$ cat config.mk
export PLATFORM = sky130hd
export DESIGN_NAME = vga_timing_gen
export DESIGN_NICKNAME = d
export VERILOG_FILES = /design/src/rtl/vga_timing_gen.sv
export SDC_FILE = /design/constraint.sdc
export NUM_CORES = 1
export LEC_CHECK = 0
export ABC_AREA = 1
export CAP_MARGIN = 40
export CORE_ASPECT_RATIO = 0.7
export CORE_UTILIZATION = 45
export CTS_BUF_LIST = sky130_fd_sc_hd__clkbuf_4
export DETAILED_ROUTE_END_ITERATION = 6
export GPL_TIMING_DRIVEN = 0
export PLACE_DENSITY = 0.77
export SYNTH_ARGS = -nofsm -noshare
export SYNTH_HDL_FRONTEND = slang
export SYNTH_SLANG_ARGS = --single-unit
$ cat constraint.sdc
create_clock -name vga_clk -period 2.17 [get_ports vga_clk]
set_input_delay 0.217 -clock vga_clk [delete_from_list [all_inputs] [get_ports vga_clk]]
set_output_delay 0.217 -clock vga_clk [all_outputs]
set_load 0.005 [all_outputs]
$ cat src/rtl/vga_timing_gen.sv
// vga_timing_gen: pixel/line counters, delayed active-low hs/vs and blank, frame strobe and frame counter.
// hs/vs/blank lag DrawX/DrawY by SYNC_DELAY clocks to line up with mapper RGB.
module vga_timing_gen #(
  parameter int H_VISIBLE  = 640,
  parameter int H_FP       = 16,
  parameter int H_SYNC     = 96,
  parameter int H_BP       = 48,
  parameter int V_VISIBLE  = 480,
  parameter int V_FP       = 10,
  parameter int V_SYNC     = 2,
  parameter int V_BP       = 33,
  parameter int SYNC_DELAY = 2
) (
  input  logic       vga_clk,
  input  logic       reset_n,
  output logic [9:0] DrawX,
  output logic [9:0] DrawY,
  output logic       hs,
  output logic       vs,
  output logic       blank,
  output logic       sync,
  output logic       frame_start,
  output logic [7:0] frame_count
);
  localparam int H_TOTAL = H_VISIBLE + H_FP + H_SYNC + H_BP;
  localparam int V_TOTAL = V_VISIBLE + V_FP + V_SYNC + V_BP;
  localparam logic [10:0] H_LAST   = 11'(H_TOTAL - 1);
  localparam logic [10:0] V_LAST   = 11'(V_TOTAL - 1);
  localparam logic [10:0] H_VIS    = 11'(H_VISIBLE);
  localparam logic [10:0] V_VIS    = 11'(V_VISIBLE);
  localparam logic [10:0] HS_START = 11'(H_VISIBLE + H_FP);
  localparam logic [10:0] HS_END   = 11'(H_VISIBLE + H_FP + H_SYNC);
  localparam logic [10:0] VS_START = 11'(V_VISIBLE + V_FP);
  localparam logic [10:0] VS_END   = 11'(V_VISIBLE + V_FP + V_SYNC);
  if (H_TOTAL > 1024 || V_TOTAL > 1024 || SYNC_DELAY < 0 || SYNC_DELAY > 4) begin : g_bad_params
    $error("vga_timing_gen: illegal parameter set");
  end
  logic [10:0] hx, vx;
  logic        h_end, v_end;
  logic [2:0]  raw;
  assign hx    = {1'b0, DrawX};
  assign vx    = {1'b0, DrawY};
  assign h_end = hx == H_LAST;
  assign v_end = vx == V_LAST;
  assign sync  = 1'b0;
  always_comb raw = {!(hx >= HS_START && hx < HS_END), !(vx >= VS_START && vx < VS_END), hx < H_VIS && vx < V_VIS};
  always_ff @(posedge vga_clk or negedge reset_n)
    if (!reset_n) begin
      DrawX       <= '0;
      DrawY       <= '0;
      frame_start <= 1'b0;
      frame_count <= '0;
    end else begin
      DrawX       <= h_end ? '0 : DrawX + 10'd1;
      DrawY       <= h_end ? (v_end ? '0 : DrawY + 10'd1) : DrawY;
      frame_start <= h_end && v_end;
      frame_count <= frame_count + {7'd0, h_end && v_end};
    end
  // Reset forces the inactive pattern {hs,vs,blank} = 3'b110 even with no delay stages.
  if (SYNC_DELAY == 0) begin : g_nodly
    assign {hs, vs, blank} = reset_n ? raw : 3'b110;
  end else begin : g_dly
    logic [2:0] stage [SYNC_DELAY];
    always_ff @(posedge vga_clk or negedge reset_n)
      if (!reset_n) begin
        for (int i = 0; i < SYNC_DELAY; i++) stage[i] <= 3'b110;
      end else begin
        stage[0] <= raw;
        for (int i = 1; i < SYNC_DELAY; i++) stage[i] <= stage[i-1];
      end
    assign {hs, vs, blank} = stage[SYNC_DELAY-1];
  end
endmodule
==> flow_summary_export.csv, run 1 <==
group,metric,value,unit
run_status,status,"finished, final reports clean",
placement,port_buffers,33,
pwr,peakVddDrop,0.000302,V
cts,clkTransAtPathRegs,0.12,ns
worst_setup_path,crit_type,"register to register",
timing,max_freq,492,MHz
synth,syn-cell-area,0.00172,mm2
final_layout,nets,244,
timing,hold_violations,0,
pwr,powerDensity,503,mW/mm2
die,die_y,53.8,um
die,dieArea,0.00408,mm2
synth,synth_commonest_cells,"31 x dfrtp_1, 29 x nand2_1, 22 x inv_1, 22 x nor2_1, 17 x nand3_1",
timing,finalSetupTns,0,ns
synth,synth_top_cell_area_share,45.1,%
timing,slew-limit-headroom,48.3,%
routing,wl_per_cell,11.9,um
pwr,leakage,1.07,nW
routing,drc_errors,0,
worst_setup_path,crit_path_max_fanout,4,
synth,synth_area_leaders,"dfrtp_1 45%, nand2_1 6.3%, dfstp_2 6.1%, xor2_1 6.1%, ha_1 5.1%",
global_routing,grt_max_degree,36,
timing,fin_crit,2.03,ns
global_routing,grt_pass1_vias,1257,
routing,route.vias.total,1393,
synth,ys_ff_latch,35,
worst_setup_path,endpoint_kind,"register",
synth,syn_inst,189,
synth,synthesis.nets,198,
synth,yosysUniqueCellTypes,25,
cts,cts-htree-levels,2,
die,core_area,0.00358,mm2
job,cap_violations,0,
timing,skew,0.0101,ns
min_path,hold_class,"register to register",
synth,synth-edff-count,0,
die,die_w,75.9,um
final_layout,drive_above_1_share,16.5,%
routing,viasPerCell,4.87,
global_routing,gr-total-overflow,0,
timing,drv_slew,0,
worst_setup_path,critical_path_arrival,2.28,ns
synth,ys_seq_area_share,51.2,%
global_routing,antenna_found_initial,0,
timing,fin_ws,0.136,ns
cts,clk_latency,0.35,ns
synth,async_reset_ff_share,100,%
die,io_pins,35,
synth,syn_area_per_cell,9.11,um2
final_layout,multi_input_comb_area,768,um2
worst_setup_path,crit_path_start_kind,"register",
placement,post-place-ws,-0.290,ns
routing,detail_route.first_pass.iterations,4,
cts,cts_root_buffer,"clkbuf_4",
worst_setup_path,required,2.42,ns
cts,numCtsBuffers,5,
final_layout,n_antenna_cell,0,
timing,worst_slew_pin_slew,0.776,ns
routing,ant_nets,0,
cts,clock_path_buffers,2,
global_routing,grt_pass1_wl,5710,um
cts,clock-sinks,35,
timing,setup_viol_count_final,0,
placement,gp_congestion,0.831,
routing,initialDrtViolationCount,98,
synth,ys.flop_type,"dfrtp_1",
synth,yosysMostFrequentCell,"dfrtp_1",
placement,dp_hpwl,2320,um
final_layout,num-fill-cells,307,
synth,synthDominantAreaCellType,"dfrtp_1",
synth,yosys_warnings,0,
final_layout,area_delta_synth_final,32.1,%
final_layout,seqCellArea,883,um2
global_routing,groute.usage.overall,18.8,%
timing,finalCritPeriodShare,93.7,%
routing,postRouteWirelength,3400,um
timing,rsz0062_at_grt,"false",
die,start_util,48.1,%
final_layout,final_util,63.5,%
cts,cts_tree,"done",
die,num_rows,18,
-- metrics by stage --
step | power [mW] | hold WS, ns | instance area [um2] | std cells
2_1_floorplan | 0.667 | -0.0786 | 1730 | 189
3_3_place_gp | 0.681 | 0.332 | 2120 | 272
3_5_place_dp | 0.680 | 0.335 | 2110 | 272
4_1_cts | 1.16 | 0.365 | 2260 | 286
5_1_grt | 1.19 | 0.370 | 2270 | 286
6_report | 1.14 | 0.362 | 2270 | 286
-- worst max-delay path: stages, from the launching register on --
cell	delay [ns]
dfrtp_1	0.39
ha_2	0.22
nand2_2	0.09
nor2_4	0.14
nand2_2	0.11
nor3_4	0.22
ha_2	0.21
nand3_2	0.11
nor3b_2	0.22
nand2_1	0.09
xnor2_1	0.13
-- path summary, 6_finish.rpt --
| kind | startpoint | to | slack, ns | depth (start not counted) |
|---|---|---|---|---|
| max in group asynchronous | reset_n | DrawX[0] | 1.16 | 2 |
| min in group asynchronous | reset_n | frame_count[7] | 0.47 | 2 |
| max reg2reg | DrawX[1] | frame_count[7] | 0.14 | 10 |
| max | DrawX[1] | frame_count[7] | 0.14 | 10 |
| min reg2reg | g_dly.stage[3] | blank | 0.36 | 0 |
| min | g_dly.stage[3] | blank | 0.36 | 0 |
-- sequential cells by signal (all words and copies together), names as in the netlist --
signal / cells
DrawX: 10
g_dly.stage: 3
frame_count: 8
hs: 1
frame_start: 1
DrawY: 10
vs: 1
blank: 1
-- area by class of cell --
cell class,instances,area share [%]
buffer,3,1.05
clock buffer,5,1.65
clock inverter,3,1.93
inverter,22,3.63
multi-input combinational,129,33.8
sequential,35,38.8
tap,50,2.75
timing repair buffer,39,16.4
-- timing repair --
item,4_1_cts,5_1_grt
pin swaps,3,4
buffers inserted,5,0
resized for setup,6,4
endpoints found under the hold margin,31,0
hold buffers,1,0
endpoints found under the setup margin,3,3
-- power by group --
group | total, mW | internal (mW) | switching, mW | leakage [nW]
clock | 0.476 | 0.242 | 0.234 | 0.0452
combinational | 0.0159 | 0.00292 | 0.0129 | 0.577
sequential | 0.652 | 0.652 | 0 | 0.448
total | 1.14 | 0.898 | 0.247 | 1.07
-- layout by cell type (no fill, tap or decap), types with 6 or more instances in the layout --
master           instances
xor2_1                  12
buf_4                    6
nand3_1                 16
inv_1                   21
nand2_1                 28
nand4_1                  7
dfrtp_1                 29
nor2_1                  22
o21ai_0                  8
clkdlybuf4s50_1         32
-- cell families after synthesis --
family / synth area share [%]
xor+xnor: 7.63
compound gates: 4.36
fa+ha+maj: 5.09
simple gates: 25.4
flops: 51.2
buf+inv: 6.18
other cells: 0.218
-- per-layer routing --
metal,vias to the layer above,track usage (%),wire length [um]
met2,48,28.9,1430
met3,7,4.92,219
met5,-,0,0
met1,632,25.4,1700
met4,0,8.65,48
li1,706,-,-
(Power assumes the default switching activity.)
==> inputs of run 2 (changes only) <==
--- a/config.mk
+++ b/config.mk
@@ -12,7 +12,7 @@
 export CTS_BUF_LIST = sky130_fd_sc_hd__clkbuf_4
 export DETAILED_ROUTE_END_ITERATION = 6
 export GPL_TIMING_DRIVEN = 0
-export PLACE_DENSITY = 0.77
+export PLACE_DENSITY = 0.7
 export SYNTH_ARGS = -nofsm -noshare
 export SYNTH_HDL_FRONTEND = slang
 export SYNTH_SLANG_ARGS = --single-unit
==> run 2 against run 1 <==
  * Worst setup slack better by 0.075 ns
  * First-iteration DRC count is 22% lower
  * Cell area is 0.88% higher
  * Final cell count is 0.70% higher
  * Sequential power hardly changed
  * Power is 11% lower
  * Routed wire length is 0.71% lower
  * Critical path depth is 1 higher
  * Hold slack worse by 0.00084 ns
  * Clock power is 25% lower
  * Register-to-register slack better by 0.08 ns
  * Largest cell class unchanged
==> flow_summary_export.csv, run 2 (synthesis results as in run 1) <==
group,metric,value,unit
run_status,status,"finished, final reports clean",
placement,port_buffers,33,
global_routing,groute.usage.overall,18.3,%
die,num_rows,18,
die,io_pins,35,
placement,dp.cells,272,
cts,clock_path_buffers,2,
global_routing,grt_max_degree,36,
routing,wl_per_cell,11.7,um
die,start_util,48.1,%
routing,viasPerCell,4.82,
final_layout,fin_cells,288,
min_path,hold_start,"g_dly.stage[5]",
cts,cts-htree-levels,2,
final_layout,seqCellArea,883,um2
global_routing,grt_pass1_wl,5490,um
cts,clock-sinks,35,
pwr,leakage,1.09,nW
worst_setup_path,endpoint_kind,"register",
final_layout,multi_input_comb_area,797,um2
worst_setup_path,crit_path_max_fanout,3,
routing,initialDrtViolationCount,76,
final_layout,largest_registers,"DrawX (10), DrawY (10), frame_count (8)",
timing,max_freq,511,MHz
timing,drv_slew,0,
cts,cts_tree,"done",
timing,rsz0062_at_grt,"false",
die,core_area,0.00358,mm2
final_layout,nets,246,
worst_setup_path,r2r-start,"DrawY[0]",
cts,numCtsBuffers,5,
timing,holdWs,0.361,ns
global_routing,grt_pass1_vias,1175,
timing,worst_slew_pin_slew,0.750,ns
worst_setup_path,critical_path_arrival,2.19,ns
timing,slew-limit-headroom,50.0,%
min_path,hold_class,"register to register",
pwr,powerDensity,446,mW/mm2
pwr,peakVddDrop,0.000323,V
worst_setup_path,crit_type,"register to register",
timing,hold_violations,0,
die,die_w,75.9,um
routing,postRouteWirelength,3370,um
cts,clk_latency,0.34,ns
routing,drc_errors,0,
timing,fin_crit,1.96,ns
cts,clkTransAtPathRegs,0.11,ns
placement,dp_hpwl,2330,um
timing,skew,0.00821,ns
final_layout,num-fill-cells,299,
routing,ant_nets,0,
timing,finalCritPeriodShare,90.2,%
worst_setup_path,cp-startpoint,"DrawY[0]",
routing,route.vias.total,1387,
global_routing,gr-total-overflow,0,
placement,gp_congestion,0.780,
worst_setup_path,required,2.40,ns
die,die_y,53.8,um
final_layout,most-common-layout-cells,"32 x clkdlybuf4s50_1, 29 x dfrtp_1, 28 x nand2_1",
timing,finalSetupTns,0,ns
cts,cts_root_buffer,"clkbuf_4",
final_layout,area_delta_synth_final,33.3,%
worst_setup_path,crit_path_start_kind,"register",
final_layout,n_antenna_cell,0,
final_layout,layout_commonest_cell,"clkdlybuf4s50_1",
routing,detail_route.first_pass.iterations,4,
global_routing,antenna_found_initial,0,
final_layout,final_util,64.1,%
final_layout,drive_above_1_share,17.6,%
die,dieArea,0.00408,mm2
job,cap_violations,0,
timing,setup_viol_count_final,0,
-- run 2: cell count changes in the layout (fill, tap and decap cells not counted), sizes merged --
cell,delta
bufinv,-1
clkinvlp,+1
clkbuf,+1
buf,+2
clkinv,-1
-- run 2: routing by layer --
| layer | up-vias | GRT usage (%) | routed length (um) |
|---|---|---|---|
| met2 | 44 | 27.4 | 1420 |
| met4 | 0 | 7.69 | 28 |
| met5 | - | 0 | 0 |
| met1 | 639 | 25.6 | 1720 |
| li1 | 701 | - | - |
| met3 | 3 | 4.58 | 200 |
-- run 2: area by class of cell --
class,instances,share of cell area [%]
flip-flops and latches,35,38.5
multi-input cells,129,34.7
repair buffers,41,16.9
inverters,22,3.60
well taps,50,2.73
clock buffers,6,1.96
plain buffers,3,1.04
clock inverters,2,0.545
-- run 2: worst paths after layout --
kind	to	slack, ns	cells past startpoint
worst max-delay path	frame_count[7]	0.21	11
worst min-delay path	hs	0.36	0
worst max register to register	frame_count[7]	0.21	11
worst min register to register	hs	0.36	0
max in group asynchronous	DrawX[0]	1.17	2
min in group asynchronous	frame_count[3]	0.47	2
-- run 2: what timing repair did --
action                                  in CTS  in global routing
buffers inserted                             5                  2
hold buffers                                 1                  0
resized for setup                            7                  7
pin swaps                                    4                  5
endpoints found under the setup margin       3                  2
endpoints found under the hold margin       31                  0
-- run 2: stage by stage --
stage               setup WS, ns  total power [mW]  cell area (um2)
floorplan                 0.0150             0.667             1730
global placement          -0.267             0.681             2120
detailed placement        -0.302             0.680             2110
CTS                       0.0270              1.04             2240
global route              0.0451              1.07             2290
finish                     0.212              1.02             2290
-- run 2: power by group --
| group | leakage (nW) | total (mW) | internal (mW) | switching, mW |
|---|---|---|---|---|
| Combinational | 0.605 | 0.0155 | 0.00292 | 0.0126 |
| Clock | 0.0317 | 0.355 | 0.137 | 0.218 |
| Sequential | 0.448 | 0.652 | 0.652 | 0 |
| Total | 1.09 | 1.02 | 0.793 | 0.231 |
-- run 2: worst max-delay path: stages (launching register included) --
cell and delay, ns:
dfrtp_1 0.41, inv_2 0.08, ha_2 0.18, nand2_1 0.07, nor3_2 0.12, nand3_2 0.10, nor3_4 0.18, ha_4 0.18
nand3_4 0.09, nor3b_4 0.22, nand2_1 0.09, xnor2_1 0.12
